===== src/rtl/phase_scan_sequencer.sv =====
// ---------------------------------------------------------------------------
// phase_scan_sequencer
//
// Sweeps the calibration-phase trigger FSM through a series of phase shifts.
// For each of step_count steps it drives fsm_phase_shift, issues
// shots_per_step start pulses, and waits for every trigger pulse to finish
// (rise then fall of trigger_in) before moving on.
//
// Ports:
//   clock            system clock
//   reset_signal     synchronous, active-high reset (highest priority)
//   scan_start       rising edge launches a scan (ignored while busy)
//   scan_abort       level; returns a running scan to IDLE
//   shift_begin      phase shift of step 0
//   shift_step       phase increment per step (wraps modulo 2^SHIFT_W)
//   step_count       number of steps (0 = finish immediately)
//   shots_per_step   start pulses per step (0 treated as 1)
//   trigger_in       output_trigger of the calibration FSM
//   fsm_start        start_signal to the calibration FSM
//   fsm_phase_shift  phase_shift to the calibration FSM
//   busy             high in every state except IDLE
//   done             sticky scan-complete flag
//   timeout_err      sticky shot-timeout flag
//   cur_step         index of the current step
//   cur_shot         index of the current shot within the step
//   scenario_state   zero-extended state code
// ---------------------------------------------------------------------------
module phase_scan_sequencer #(
    parameter int unsigned SHIFT_W         = 32,
    parameter int unsigned CNT_W           = 16,
    parameter int unsigned START_PULSE_LEN = 4,
    parameter int unsigned SHOT_TIMEOUT    = 20_000_000
) (
    input  logic               clock,
    input  logic               reset_signal,
    input  logic               scan_start,
    input  logic               scan_abort,
    input  logic [SHIFT_W-1:0] shift_begin,
    input  logic [SHIFT_W-1:0] shift_step,
    input  logic [CNT_W-1:0]   step_count,
    input  logic [CNT_W-1:0]   shots_per_step,
    input  logic               trigger_in,
    output logic               fsm_start,
    output logic [SHIFT_W-1:0] fsm_phase_shift,
    output logic               busy,
    output logic               done,
    output logic               timeout_err,
    output logic [CNT_W-1:0]   cur_step,
    output logic [CNT_W-1:0]   cur_shot,
    output logic [7:0]         scenario_state
);

    // One spare bit so the counter can run one past the limit in WAIT_END
    // (edge wins over timeout) without wrapping.
    localparam int unsigned TMO_W = $clog2(SHOT_TIMEOUT) + 1;
    localparam int unsigned ARM_W = $clog2(START_PULSE_LEN + 1);

    localparam logic [TMO_W-1:0] TMO_LIMIT = TMO_W'(SHOT_TIMEOUT);
    localparam logic [ARM_W-1:0] ARM_LAST  = ARM_W'(START_PULSE_LEN - 1);

    typedef enum logic [2:0] {
        S_IDLE      = 3'd0,
        S_LOAD      = 3'd1,
        S_ARM       = 3'd2,
        S_WAIT_TRIG = 3'd3,
        S_WAIT_END  = 3'd4,
        S_NEXT      = 3'd5,
        S_DONE      = 3'd6,
        S_ERROR     = 3'd7
    } state_t;

    state_t             state_q;
    logic [1:0]         start_hist_q;
    logic [1:0]         trig_hist_q;
    logic [SHIFT_W-1:0] step_q;
    logic [CNT_W-1:0]   count_q;
    logic [CNT_W-1:0]   shots_q;
    logic [ARM_W-1:0]   arm_cnt_q;
    logic [TMO_W-1:0]   tmo_cnt_q;
    logic               fsm_start_q;
    logic [SHIFT_W-1:0] phase_q;
    logic               done_q;
    logic               tmo_err_q;
    logic [CNT_W-1:0]   cur_step_q;
    logic [CNT_W-1:0]   cur_shot_q;

    logic               start_rise_d;
    logic               trig_rise_d;
    logic               trig_fall_d;
    logic [TMO_W-1:0]   tmo_inc_d;
    logic               tmo_hit_d;
    logic [CNT_W:0]     shot_inc_d;
    logic [CNT_W:0]     step_inc_d;

    assign start_rise_d = (start_hist_q == 2'b01);
    assign trig_rise_d  = (trig_hist_q == 2'b01);
    assign trig_fall_d  = (trig_hist_q == 2'b10);
    assign tmo_inc_d    = tmo_cnt_q + {{(TMO_W-1){1'b0}}, 1'b1};
    assign tmo_hit_d    = (tmo_inc_d >= TMO_LIMIT);
    // Index increments are one bit wider so the "+1 < limit" tests cannot wrap.
    assign shot_inc_d   = {1'b0, cur_shot_q} + {{CNT_W{1'b0}}, 1'b1};
    assign step_inc_d   = {1'b0, cur_step_q} + {{CNT_W{1'b0}}, 1'b1};

    // Scan sequencing FSM, edge histories, counters and registered outputs.
    always_ff @(posedge clock) begin
        if (reset_signal) begin
            state_q      <= S_IDLE;
            start_hist_q <= 2'b00;
            trig_hist_q  <= 2'b00;
            step_q       <= '0;
            count_q      <= '0;
            shots_q      <= '0;
            arm_cnt_q    <= '0;
            tmo_cnt_q    <= '0;
            fsm_start_q  <= 1'b0;
            phase_q      <= '0;
            done_q       <= 1'b0;
            tmo_err_q    <= 1'b0;
            cur_step_q   <= '0;
            cur_shot_q   <= '0;
        end else begin
            start_hist_q <= {start_hist_q[0], scan_start};
            trig_hist_q  <= {trig_hist_q[0], trigger_in};

            if (scan_abort && (state_q != S_IDLE)) begin
                // Abort keeps indices, phase and sticky flags as they were.
                state_q     <= S_IDLE;
                fsm_start_q <= 1'b0;
            end else begin
                case (state_q)
                    S_IDLE: begin
                        if (start_rise_d) begin
                            done_q    <= 1'b0;
                            tmo_err_q <= 1'b0;
                            state_q   <= S_LOAD;
                        end
                    end
                    S_LOAD: begin
                        step_q     <= shift_step;
                        count_q    <= step_count;
                        shots_q    <= (shots_per_step == '0) ?
                                      {{(CNT_W-1){1'b0}}, 1'b1} : shots_per_step;
                        phase_q    <= shift_begin;
                        cur_step_q <= '0;
                        cur_shot_q <= '0;
                        if (step_count == '0) begin
                            done_q  <= 1'b1;
                            state_q <= S_DONE;
                        end else begin
                            fsm_start_q <= 1'b1;
                            arm_cnt_q   <= '0;
                            state_q     <= S_ARM;
                        end
                    end
                    S_ARM: begin
                        if (arm_cnt_q == ARM_LAST) begin
                            fsm_start_q <= 1'b0;
                            tmo_cnt_q   <= '0;
                            state_q     <= S_WAIT_TRIG;
                        end else begin
                            arm_cnt_q <= arm_cnt_q + {{(ARM_W-1){1'b0}}, 1'b1};
                        end
                    end
                    S_WAIT_TRIG: begin
                        tmo_cnt_q <= tmo_inc_d;
                        if (trig_rise_d) begin
                            state_q <= S_WAIT_END;
                        end else if (tmo_hit_d) begin
                            tmo_err_q <= 1'b1;
                            state_q   <= S_ERROR;
                        end
                    end
                    S_WAIT_END: begin
                        tmo_cnt_q <= tmo_inc_d;
                        if (trig_fall_d) begin
                            state_q <= S_NEXT;
                        end else if (tmo_hit_d) begin
                            tmo_err_q <= 1'b1;
                            state_q   <= S_ERROR;
                        end
                    end
                    S_NEXT: begin
                        if (shot_inc_d < {1'b0, shots_q}) begin
                            cur_shot_q  <= shot_inc_d[CNT_W-1:0];
                            fsm_start_q <= 1'b1;
                            arm_cnt_q   <= '0;
                            state_q     <= S_ARM;
                        end else if (step_inc_d < {1'b0, count_q}) begin
                            cur_step_q  <= step_inc_d[CNT_W-1:0];
                            cur_shot_q  <= '0;
                            phase_q     <= phase_q + step_q;
                            fsm_start_q <= 1'b1;
                            arm_cnt_q   <= '0;
                            state_q     <= S_ARM;
                        end else begin
                            done_q  <= 1'b1;
                            state_q <= S_DONE;
                        end
                    end
                    S_DONE: begin
                        done_q  <= 1'b1;
                        state_q <= S_IDLE;
                    end
                    S_ERROR: begin
                        tmo_err_q <= 1'b1;
                        state_q   <= S_IDLE;
                    end
                    default: begin
                        fsm_start_q <= 1'b0;
                        state_q     <= S_IDLE;
                    end
                endcase
            end
        end
    end

    assign fsm_start       = fsm_start_q;
    assign fsm_phase_shift = phase_q;
    assign busy            = (state_q != S_IDLE);
    assign done            = done_q;
    assign timeout_err     = tmo_err_q;
    assign cur_step        = cur_step_q;
    assign cur_shot        = cur_shot_q;
    assign scenario_state  = {5'd0, state_q};

endmodule


===== config.mk =====
export PLATFORM = sky130hd
export DESIGN_NAME = phase_scan_sequencer
export DESIGN_NICKNAME = d
export VERILOG_FILES = /design/src/rtl/phase_scan_sequencer.sv
export SDC_FILE = /design/constraint.sdc
export NUM_CORES = 1
export LEC_CHECK = 0
export CORE_ASPECT_RATIO = 0.7
export CORE_MARGIN = 10
export CORE_UTILIZATION = 33
export DETAILED_ROUTE_END_ITERATION = 12
export PLACE_DENSITY = 0.63
export REMOVE_ABC_BUFFERS = 1
export SLEW_MARGIN = 40
export SYNTH_ARGS = -nofsm -noshare
export SYNTH_HDL_FRONTEND = slang
export SYNTH_SLANG_ARGS = --single-unit

===== constraint.sdc =====
create_clock -name clock -period 4.4 [get_ports clock]
set_input_delay 0.88 -clock clock [delete_from_list [all_inputs] [get_ports clock]]
set_output_delay 0.88 -clock clock [all_outputs]
set_load 0.05 [all_outputs]

; Word level (Yosys, flattened, before mapping)
; Index checks and enable logic that the tools add are counted.
[totals]
wordCells = 107
register_bits = 167
[op_classes]
n_addsub = 5
n_mux = 40
magnitude_cmp = 3
reduce_logical = 22
n_bitwise = 1
eq_ne = 22
[ops]
columns = op, n
row1 = $mux 16, 5
row2 = $mux 32, 2
row3 = $pmux 16 s2, 2
row4 = $pmux 32 s2, 1
row5 = $pmux 26 s2, 1
row6 = $mux 3, 12
row7 = $add 16x1->17 const B, 2
row8 = $lt 17x16->1, 2
row9 = $add 32x32->32, 1
row10 = $logic_not 16->1, 2
row11 = $add 26x1->26 const B, 1
row12 = $ge 26x25->1 const B, 1
row13 = $mux 26, 1
row14 = $pmux 3 s7, 1
row15 = $ne 2x2->1 const B, 10
row16 = $eq 3x3->1 const B, 4
row17 = $mux 1, 11
row18 = $reduce_and 5->1, 2
row19 = $eq 3x2->1 const B, 3
row20 = $pmux 3 s3, 1
row21 = $pmux 1 s4, 2
row22 = $reduce_and 4->1, 2
row23 = $reduce_bool 4->1, 2
row24 = $reduce_and 3->1, 2
row25 = other kinds (14), 20

; Longest topological paths before layout
[depth]
depth_word = 5
ltp_mapped = 20
ltp_nobuf = 16

; Worst setup path before layout
; Ideal clock, no wire load.
[synth_timing]
path_type = flip-flop to flip-flop
startpoint = register cur_step_q[2], in the netlist cur_step[2]
endpoint = register phase_q[30], in the netlist fsm_phase_shift[30]
setup_ns = 0.115
path_buffers = 3
path_stages_with_launch = 20
path_slack_ns = 0.501
arrival_ns = 3.784
cell_sequence = dfxtp_1 -> nand2_1 -> nor2_1 -> and3_1 -> and3_1 -> clkbuf_1 -> nand2_1 -> nor2_1 -> xor2_1 -> ha_1 -> nand4_1 -> or3_1 -> a21o_1 -> nand3_2 -> o21ai_4 -> and2_1 -> buf_2 -> buf_6 -> o221ai_1 -> o21ba_2
[synth_via]
elab_chain_cells = 4
[synth_rtl]
columns = item, line_no
row1 = "start, declared", 84  ; logic [CNT_W-1:0] cur_step_q;
row2 = "start signal, assigned", 189  ; cur_step_q <= step_inc_d[CNT_W-1:0];
row3 = $add 16x1->17, 102  ; assign step_inc_d = {1'b0, cur_step_q} + {{CNT_W{1'b0}}, 1'b1};
row4 = $lt 17x16->1, 188  ; end else if (step_inc_d < {1'b0, count_q}) begin
row5 = $ne 2x2->1 (no source line), --
row6 = $reduce_and 4->1 (no source line), --
row7 = "end signal, assigned", 143  ; phase_q <= shift_begin;
row8 = "end signal, assigned", 191  ; phase_q <= phase_q + step_q;
row9 = "end, declared", 81  ; logic [SHIFT_W-1:0] phase_q;
; Every way passes these cells.
; A chain may end at the register's enable or synchronous reset.

; Worst setup path in the final report
[layout_timing]
startpoint = register cur_shot_q[0], in the netlist cur_shot[0]
endpoint = register phase_q[8], in the netlist fsm_phase_shift[8]
[layout_via]
elab_chain_cells = 4
[layout_rtl]
columns = item, line_no
row1 = "start, declared", 85  ; logic [CNT_W-1:0] cur_shot_q;
row2 = "start signal, assigned", 184  ; cur_shot_q <= shot_inc_d[CNT_W-1:0];
row3 = $add 16x1->17, 101  ; assign shot_inc_d = {1'b0, cur_shot_q} + {{CNT_W{1'b0}}, 1'b1};
row4 = $lt 17x16->1, 183  ; if (shot_inc_d < {1'b0, shots_q}) begin
row5 = $ne 2x2->1 (no source line), --
row6 = $reduce_and 4->1 (no source line), --
; Every way passes these cells.

==> out/metrics.csv <==
metric,value,unit
tns,0,ps
synth_xor_xnor_area_share,4.02,%
worstHoldPathCells,2,
synthDominantCellAreaShare,32.6,%
cts_resized,0,
cp-start-kind,register,
area_delta_synth_final,25.9,%
synth_top_family_by_area,simple AND/OR/NAND/NOR gates,
synth_cells,1359,
synth-simple-area-share,26.4,%
setup_viol,0,
grtUsageMet3,4.79,%
arrival,4440,ps
die-height,167,µm
cp_max_fo,23,
clk_latency,440,ps
pre_cts_slack,284,ps
wl,33.1,mm
crit_slowest_cell,dfxtp_1,
regArea,3340,µm²
critPathKind,register to register,
met2_usage,24.7,%
holdWs,455,ps
postCtsSetupBuffers,0,
place_congestion,0.908,
grt.total_usage,16.8,%
synthMuxAreaShare,0.598,%
drt_iter0_drc,785,
finalCritPeriodShare,93.4,%
peakVddDrop,0.226,mV
cts_tree,done,
initial_core_util,33.8,%
finalHoldViolCount,0,
p_leak,4.72,nW
crit_path_end_kind,register,
synth_seq_cells,167,
ys_top_cells_by_count,"215 x nand2_1, 167 x dfxtp_1, 162 x a21oi_1",
r2r_cells,15,
drive_gt1_share,5.34,%
fmax,243,MHz
fin_ws,291,ps
clock-sinks,167,
wl_per_cell,17.3,µm
cts_buffer_depth,2,
cp_data_required_time,4730,ps
synth_top_area_cell,dfxtp_1,
cts_hold_buf,0,
num_vias,10100,
dp.cells,1877,
place_area,12300,µm²
ys_types,77,
status,"complete, no violations",
synth_edf_count,0,
firstDrtPassIters,5,
numPortBuffers,171,
grt_pass1_vias,9582,
grt_first_pass_wirelength,52.9,mm
synth_adder_area_share,8.25,%
rsz0062_at_grt,no,
yosysMostFrequentCell,nand2_1,
period_minus_slack,4110,ps
drc,0,
multi_input_area,6380,µm²
slew-limit-headroom,45.6,%
fin_nets,1652,
h-tree-depth,4,
synthArstFlopShare,0,%
hold_path_end,shots_q[15],
num-fill-cells,3109,
synth_compound_area_share,22.7,%
antenna_found_initial,3,
hp-start,shots_q[15],
skew,10.7,ps
rows,53,
worst_pin_slew,808,ps
ys_top_cells_by_area,"dfxtp_1 33%, ha_1 8.1%, a21oi_1 7.9%",
finalMaxSlewViolations,0,
max_stage_delay,440,ps
top_usage_layer,met2,
cp_cell_sequence,ha_1 > nand3_4 > nor3_4 > and3_1 > xor2_1 > ha_1 > a21o_1 > a21o_1 > a21oi_1 > nand4_1 > a21oi_2 > o21ai_4 > and2_2 > buf_12 > a311oi_1,
vias_per_cell,5.29,
postLayoutCoreUtil,42.6,%
die_area,38600,µm²
cts_buffers,17,
final_cells,1912,
cts_root_buf,clkbuf_16,
ioPinCount,177,
die_x,231,µm
post-dp-hpwl,24.0,mm
maxCapViolCount,0,
regToRegStartpoint,cur_shot[0],
yosysSeqAreaShare,32.6,%
reg2reg_slack,290,ps
antenna_left,0,
met1_usage,22.9,%
path_clk_slew,70,ps
hold_class,register to register,
synth_area,10200,µm²
power_density,279,nW/µm²
grt-ovfl-total,0,
r2r_end,fsm_phase_shift[8],
postSynthAreaPerCell,7.54,µm²
synth_ff_type,dfxtp_1,
power,3.59,mW
yosys_warnings,0,
core_area,30300,µm²
grt_max_degree,89,
final_design_area_no_fill,12900,µm²
[how the worst max path moves through the flow]
stage / start / slack [ps] / cells after the start / endpoint
2_1_floorplan: state_q[0] / -340 / 3 / shots_q[0]
3_3_place_gp: cur_shot[0] / 470 / 15 / cur_shot[11]
3_5_place_dp: cur_shot[0] / 280 / 14 / cur_shot[9]
4_1_cts: cur_shot[0] / 240 / 14 / cur_shot[9]
5_1_grt: cur_shot[0] / 20 / 15 / fsm_phase_shift[8]
6_report: cur_shot[0] / 290 / 15 / fsm_phase_shift[8]
[worst max-delay path, delay by kind of cell, from the launching register on]
kind            cells  cell delay [ps]
xor+xnor            1              180
flops               1              440
buf+inv             1              230
fa+ha+maj           2              570
simple gates        5             1250
compound gates      6             1290
[flip-flops by register name, indices dropped and copies added (netlist names)]
| name | cells |
|---|---|
| fsm_phase_shift | 32 |
| step_q | 32 |
| tmo_cnt_q | 26 |
| count_q | 16 |
| cur_shot | 16 |
| cur_step | 16 |
| shots_q | 16 |
| arm_cnt_q | 3 |
| state_q | 3 |
| start_hist_q | 2 |
| trig_hist_q | 2 |
| done | 1 |
| fsm_start | 1 |
| timeout_err | 1 |
[where the power goes]
group          leakage, nW  total (mW)  internal, mW  switching [mW]
combinational         3.06       0.404         0.171           0.232
sequential            1.35        1.56          1.54          0.0236
clock                0.306        1.63         0.927           0.699
total                 4.72        3.59          2.64           0.955
[cells by family (layout without fill, tap and decap cells)]
family,after synthesis,after routing
adders and majority gates,67,67
AOI/OAI and AO/OA,379,379
buffers and inverters,132,266
other,1,8
DFF,167,167
and+or+nand+nor,560,560
muxes,6,6
xor gates and xnor gates,47,47
[cell usage in the layout, fill, tap and decap left out, types with 7 or more instances in the layout]
cell and count:
a22oi_1 14, nor2b_1 15, xnor2_1 22, xor2_1 25, a211oi_1 27, buf_4 10
ha_1 66, nor4_1 10, and3_1 21, nor2_1 127, a31oi_1 12, a311oi_1 13
or3_1 16, nand3_1 40, o211ai_1 9, a21oi_1 162, nor3_1 32, nand2_1 212
nand2b_1 10, o21a_1 7, nand3b_1 10, inv_1 50, clkbuf_16 17, dfxtp_1 167
clkdlybuf4s50_1 170, a21o_1 16, o21ai_0 69, nand4_1 13
[per-layer routing]
metal / wire length (µm) / part of all wire, % / vias to the layer above
li1: - / - / 5065
met1: 16100 / 48 / 4720
met2: 14100 / 42 / 282
met3: 2340 / 7.1 / 41
met4: 658 / 2.0 / 0
met5: 0 / 0 / -
[area by class of cell]
cell class / count / area share, %
clock buffer: 18 / 3.40
clock inverter: 14 / 1.44
sequential: 167 / 25.9
antenna: 3 / 0.0582
tap: 412 / 4.00
inverter: 50 / 1.45
multi-input combinational: 1064 / 49.5
timing repair buffer: 184 / 14.3
Note: power is estimated with default switching activity, not from simulation.
==> RTL edit 1 (same flow settings) <==
`SHOT_TIMEOUT`: 20_000_000 -> 10_000_000.
--- a/src/rtl/phase_scan_sequencer.sv
+++ b/src/rtl/phase_scan_sequencer.sv
@@ -29,7 +29,7 @@
     parameter int unsigned SHIFT_W         = 32,
     parameter int unsigned CNT_W           = 16,
     parameter int unsigned START_PULSE_LEN = 4,
-    parameter int unsigned SHOT_TIMEOUT    = 20_000_000
+    parameter int unsigned SHOT_TIMEOUT    = 10_000_000
 ) (
     input  logic               clock,
     input  logic               reset_signal,
Check against the original RTL: same outputs for any inputs over 4 cycles, from zero or initial values and one cycle with reset_signal high; that may be too few to reach the edited logic, so the function may still have changed.
==> RTL edit 1 against the original RTL <==
- global-route usage up 0.37 points
- critical endpoint is now fsm_phase_shift[25]
- cell area up 0.80%
- worst setup slack worse by 0.053 ns
- critical path type unchanged
- maximum frequency shrank 1.3%
- total power up 1.2%
- synthesized cell count did not move
- largest cell class unchanged
- area after synthesis shrank 1.0%
- sequential cell count decreased by 1
- wire length rose by 3.7%
- count of clock-buffer cells in the layout is 1 lower
==> RTL edit 1: results <==
run_status:
  outcome: "complete, no violations"
sta:
  setup-tns-final_ns: 0
  slew_violations: 0
  relSlewSlack: 0.470
  skew_ns: 0.0107
route:
  drtIter0Drc: 803
  vias: 10300
  topRoutingLayerUsed: "met4"
  detail_route.wl_per_cell_um: 17.9
  wl_met1_mm: 17.0
  dr.pass1.iters: 5
  wl_met2_mm: 14.7
  wl_met3_mm: 1.96
place:
  dp_hpwl_mm: 25.1
  place_congestion: 0.863
  place.port_buffers: 171
clock_tree:
  numCtsBuffers: 17
  htreeDepth: 4
  clk_latency_ns: 0.46
  clk_pin_slew_ns: 0.07
  cts_buffer_depth: 2
  cts_root_buf: "clkbuf_16"
yosys:
  synth_xor_area_frac: 0.0492
  ys_warn_count: 0
  synth_cell_types: 63
  yosys-top-cells-area: "dfxtp_1, nand2_1, ha_1"
  async_flop_share: 0
  synthTopCellsByCount: "nand2_1, dfxtp_1, a21oi_1"
  synth_mux_area_frac: 0.00494
  ys.flop_type: "dfxtp_1"
  ys_seq_area_frac: 0.328
  synth_compound_area_frac: 0.225
  synth_fa_ha_area_frac: 0.0834
global_routing:
  grt_use_total: 0.171
  grt_pass1_vias: 9465
  grt_start_max_net_pins: 84
  grt_use_met2: 0.253
  use_met1: 0.240
  grt_pass1_wl_mm: 53.3
  grt_util_met3: 0.0379
  grt_antenna_before_repair: 2
worst_hold_path:
  min_path_type: "reg -> reg"
setup_path:
  reg2reg_setup_slack_ns: 0.24
  max_stage_delay_ns: 0.41
  crit_end: "fsm_phase_shift[25]"
  ff2ff_path_depth: 20
  crit_slowest_cell: "dfxtp_1"
  crit_fanout: 25
  crit_path_start: "cur_step[1]"
finish:
  drive_gt1_frac: 0.0591
  fillers: 3032
  nets: 1660
pwr:
  peakVddDrop_mv: 0.196
  switching_share: 0.264
  leakagePower_nw: 4.68
==> RTL edit 1: layout make-up <==
cell class              instances  share of cell area
well taps                     412              0.0396
multi-input cells            1060               0.488
diodes                          1            0.000192
clock buffers                  17              0.0327
repair buffers                199               0.154
flip-flops and latches        166               0.256
clock inverters                15              0.0157
inverters                      48              0.0139
==> RTL edit 1: critical path, delay by kind of cell, from the launching register on <==
| family | cells | cell delay, ns |
|---|---|---|
| adders and majority gates | 2 | 0.51 |
| buffers and inverters | 4 | 0.78 |
| DFF | 1 | 0.41 |
| and+or+nand+nor | 8 | 1.19 |
| AOI/OAI and AO/OA | 5 | 1.04 |
| xor gates and xnor gates | 1 | 0.17 |
==> RTL edit 1: worst min-delay path by stage <==
stage,startpoint,end,cells past startpoint
after global placement,start_hist_q[0],start_hist_q[1],1
after floorplan,count_q[0],count_q[0],2
after detailed placement,count_q[10],count_q[10],2
after global routing,shots_q[9],shots_q[9],2
after CTS,count_q[10],count_q[10],2
final,count_q[10],count_q[10],2
==> RTL edit 1: stage by stage <==
step,hold WS [ns],worst slack [ns],std cells,area [sq um]
6_report,0.456,0.238,1918,13000
2_1_floorplan,0.427,-1.11,1274,9780
3_3_place_gp,0.443,0.128,1880,12200
4_1_cts,0.457,0.0442,1912,12900
5_1_grt,0.473,-0.0112,1918,13000
3_5_place_dp,0.447,0.00804,1880,12200
==> RTL edit 1: power groups by stage <==
stage	logic, W	clock network (W)	registers [W]
final	0.000440	0.00164	0.00156
after detailed placement	0.000426	0	0.00159
after floorplan	0.000160	0	0.00163
after global routing	0.000476	0.00174	0.00156
after global placement	0.000423	0	0.00159
after CTS	0.000429	0.00168	0.00156
==> RTL edit 1: repair_timing <==
action	CTS	global route
setup buffers	0	2
cloned	0	3
endpoints found under the setup margin	1	66
resized for setup	0	14
pin swaps	1	2
==> RTL edit 2 (same settings) <==
Without the edit above. Reset style: asynchronous (`reset_signal`), changed in one clocked block. Comments in the files are not updated.
--- a/src/rtl/phase_scan_sequencer.sv
+++ b/src/rtl/phase_scan_sequencer.sv
@@ -102,7 +102,7 @@
     assign step_inc_d   = {1'b0, cur_step_q} + {{CNT_W{1'b0}}, 1'b1};
 
     // Scan sequencing FSM, edge histories, counters and registered outputs.
-    always_ff @(posedge clock) begin
+    always_ff @(posedge clock or posedge reset_signal) begin
         if (reset_signal) begin
             state_q      <= S_IDLE;
             start_hist_q <= 2'b00;
Behaviour: differs if reset_signal is asserted again (counterexample within 4 cycles, from zero or initial values and one cycle with reset_signal high); with reset_signal held inactive, the same outputs for 4 cycles.
==> RTL edit 2 against the original RTL <==
- worst setup slack got worse by 0.0048 ns
- first-iteration DRC count fell by 11%
- sequential cell count did not move
- synthesized cell count fell by 9.9%
- critical path depth rose by 1
- wire length fell by 2.7%
- area after synthesis rose by 3.9%
- global-route usage fell by 0.87 points
- die area rose by 3.5%
- cell area rose by 3.5%
Power is not compared: it rests on default switching activity, and its combinational part moved more than twofold at a synthesized area within 25%.
==> RTL edit 2: results <==
global_routing:
  grt_pass1_wl_mm: 51.9
  grt_pass1_vias: 9301
  grt_use_total: 0.159
  grt_antenna_before_repair: 4
run_status:
  outcome: "complete, no violations"
setup_path:
  crit_path_start: "cur_shot[2]"
  crit_fanout: 25
  arrival_ns: 4.43
yosys:
  synthTopCellsByCount: "nand2_1, dfrtp_1, o21ai_0"
  ys_seq_area_frac: 0.393
  synth_cell_types: 79
  yosys-top-cells-area: "dfrtp_1, ha_1, nand2_1"
  async_flop_share: 1.00
  yosysTopAreaCell: "dfrtp_1"
route:
  drtIter0Drc: 698
  vias: 9484
  detail_route.wl_per_cell_um: 17.8
sta:
  relSlewSlack: 0.567
  skew_ns: 0.0130
finish:
  nets: 1542
  drive_gt1_frac: 0.0801
place:
  place_congestion: 0.845
  dp_hpwl_mm: 24.3
worst_hold_path:
  hp-start: "start_hist_q[0]"
clock_tree:
  cts_resized: 0
pwr:
  leakagePower_nw: 5.81
## RTL edit 2: area by class of cell
type	instances	area [sq um]
Clock buffer	22	454
Clock inverter	9	78.8
Antenna cell	3	7.51
Timing Repair Buffer	188	1870
Sequential cell	167	4180
Multi-Input combinational cell	948	6040
Inverter	52	203
Fill cell	3127	18100
Tap cell	420	526
## RTL edit 2: stage by stage
step	utilization	power [W]	worst slack, ns	TNS (ns)	cells
3_5_place_dp	0.406	0.00693	0.240	0	1775
2_1_floorplan	-	0.00564	-2.31	-311.22	1167
6_report	0.424	0.00836	0.286	0	1809
3_3_place_gp	0.406	0.00685	0.372	0	1775
4_1_cts	0.423	0.00839	0.209	0	1806
5_1_grt	0.424	0.00901	0.000647	0	1809
## RTL edit 2: routing by layer
metal | up-vias | track usage | part of all wire
met4 | 2 | 0.0378 | 0.010
met1 | 4579 | 0.214 | 0.49
met5 | - | 0 | 0.00059
met2 | 218 | 0.251 | 0.46
met3 | 28 | 0.0397 | 0.048
li1 | 4657 | - | -
## RTL edit 2: power groups by stage
stage	clock (W)	sequential (W)	combinational, W
after floorplan	0	0.00289	0.00275
after global placement	0	0.00241	0.00445
after detailed placement	0	0.00243	0.00450
after CTS	0.00147	0.00240	0.00452
after global routing	0.00153	0.00247	0.00501
final	0.00142	0.00240	0.00454
## RTL edit 2: kinds of logic after synthesis
| group | count (synthesis) | synth area share |
|---|---|---|
| buffers and inverters | 114 | 0.0442 |
| adders and majority gates | 67 | 0.0795 |
| xor gates and xnor gates | 56 | 0.0461 |
| DFF | 167 | 0.393 |
| muxes | 39 | 0.0406 |
| other | 1 | 0.000352 |
| and+or+nand+nor | 456 | 0.205 |
| AOI/OAI and AO/OA | 325 | 0.192 |
## RTL edit 2: final timing paths
check,end,slack (ns),cells past startpoint
setup / recovery,fsm_phase_shift[24],0.29,16
hold / removal,start_hist_q[1],0.40,0
min in group asynchronous,cur_shot[11],0.92,2
hold reg to reg,start_hist_q[1],0.40,0
setup reg to reg,fsm_phase_shift[24],0.29,16
max in group asynchronous,fsm_phase_shift[13],2.69,3
## RTL edit 2: worst max-delay path: stages (launching register included)
cell	delay [ns]
dfrtp_1	0.47
nand3_1	0.13
nor2_1	0.31
and3_1	0.25
nand3_1	0.11
xnor2_1	0.17
ha_1	0.19
a21o_1	0.15
a211o_1	0.32
a211oi_2	0.20
a21oi_1	0.13
or4b_1	0.64
and4b_2	0.34
buf_12	0.17
and3_1	0.18
mux2i_1	0.13
nand3_1	0.09
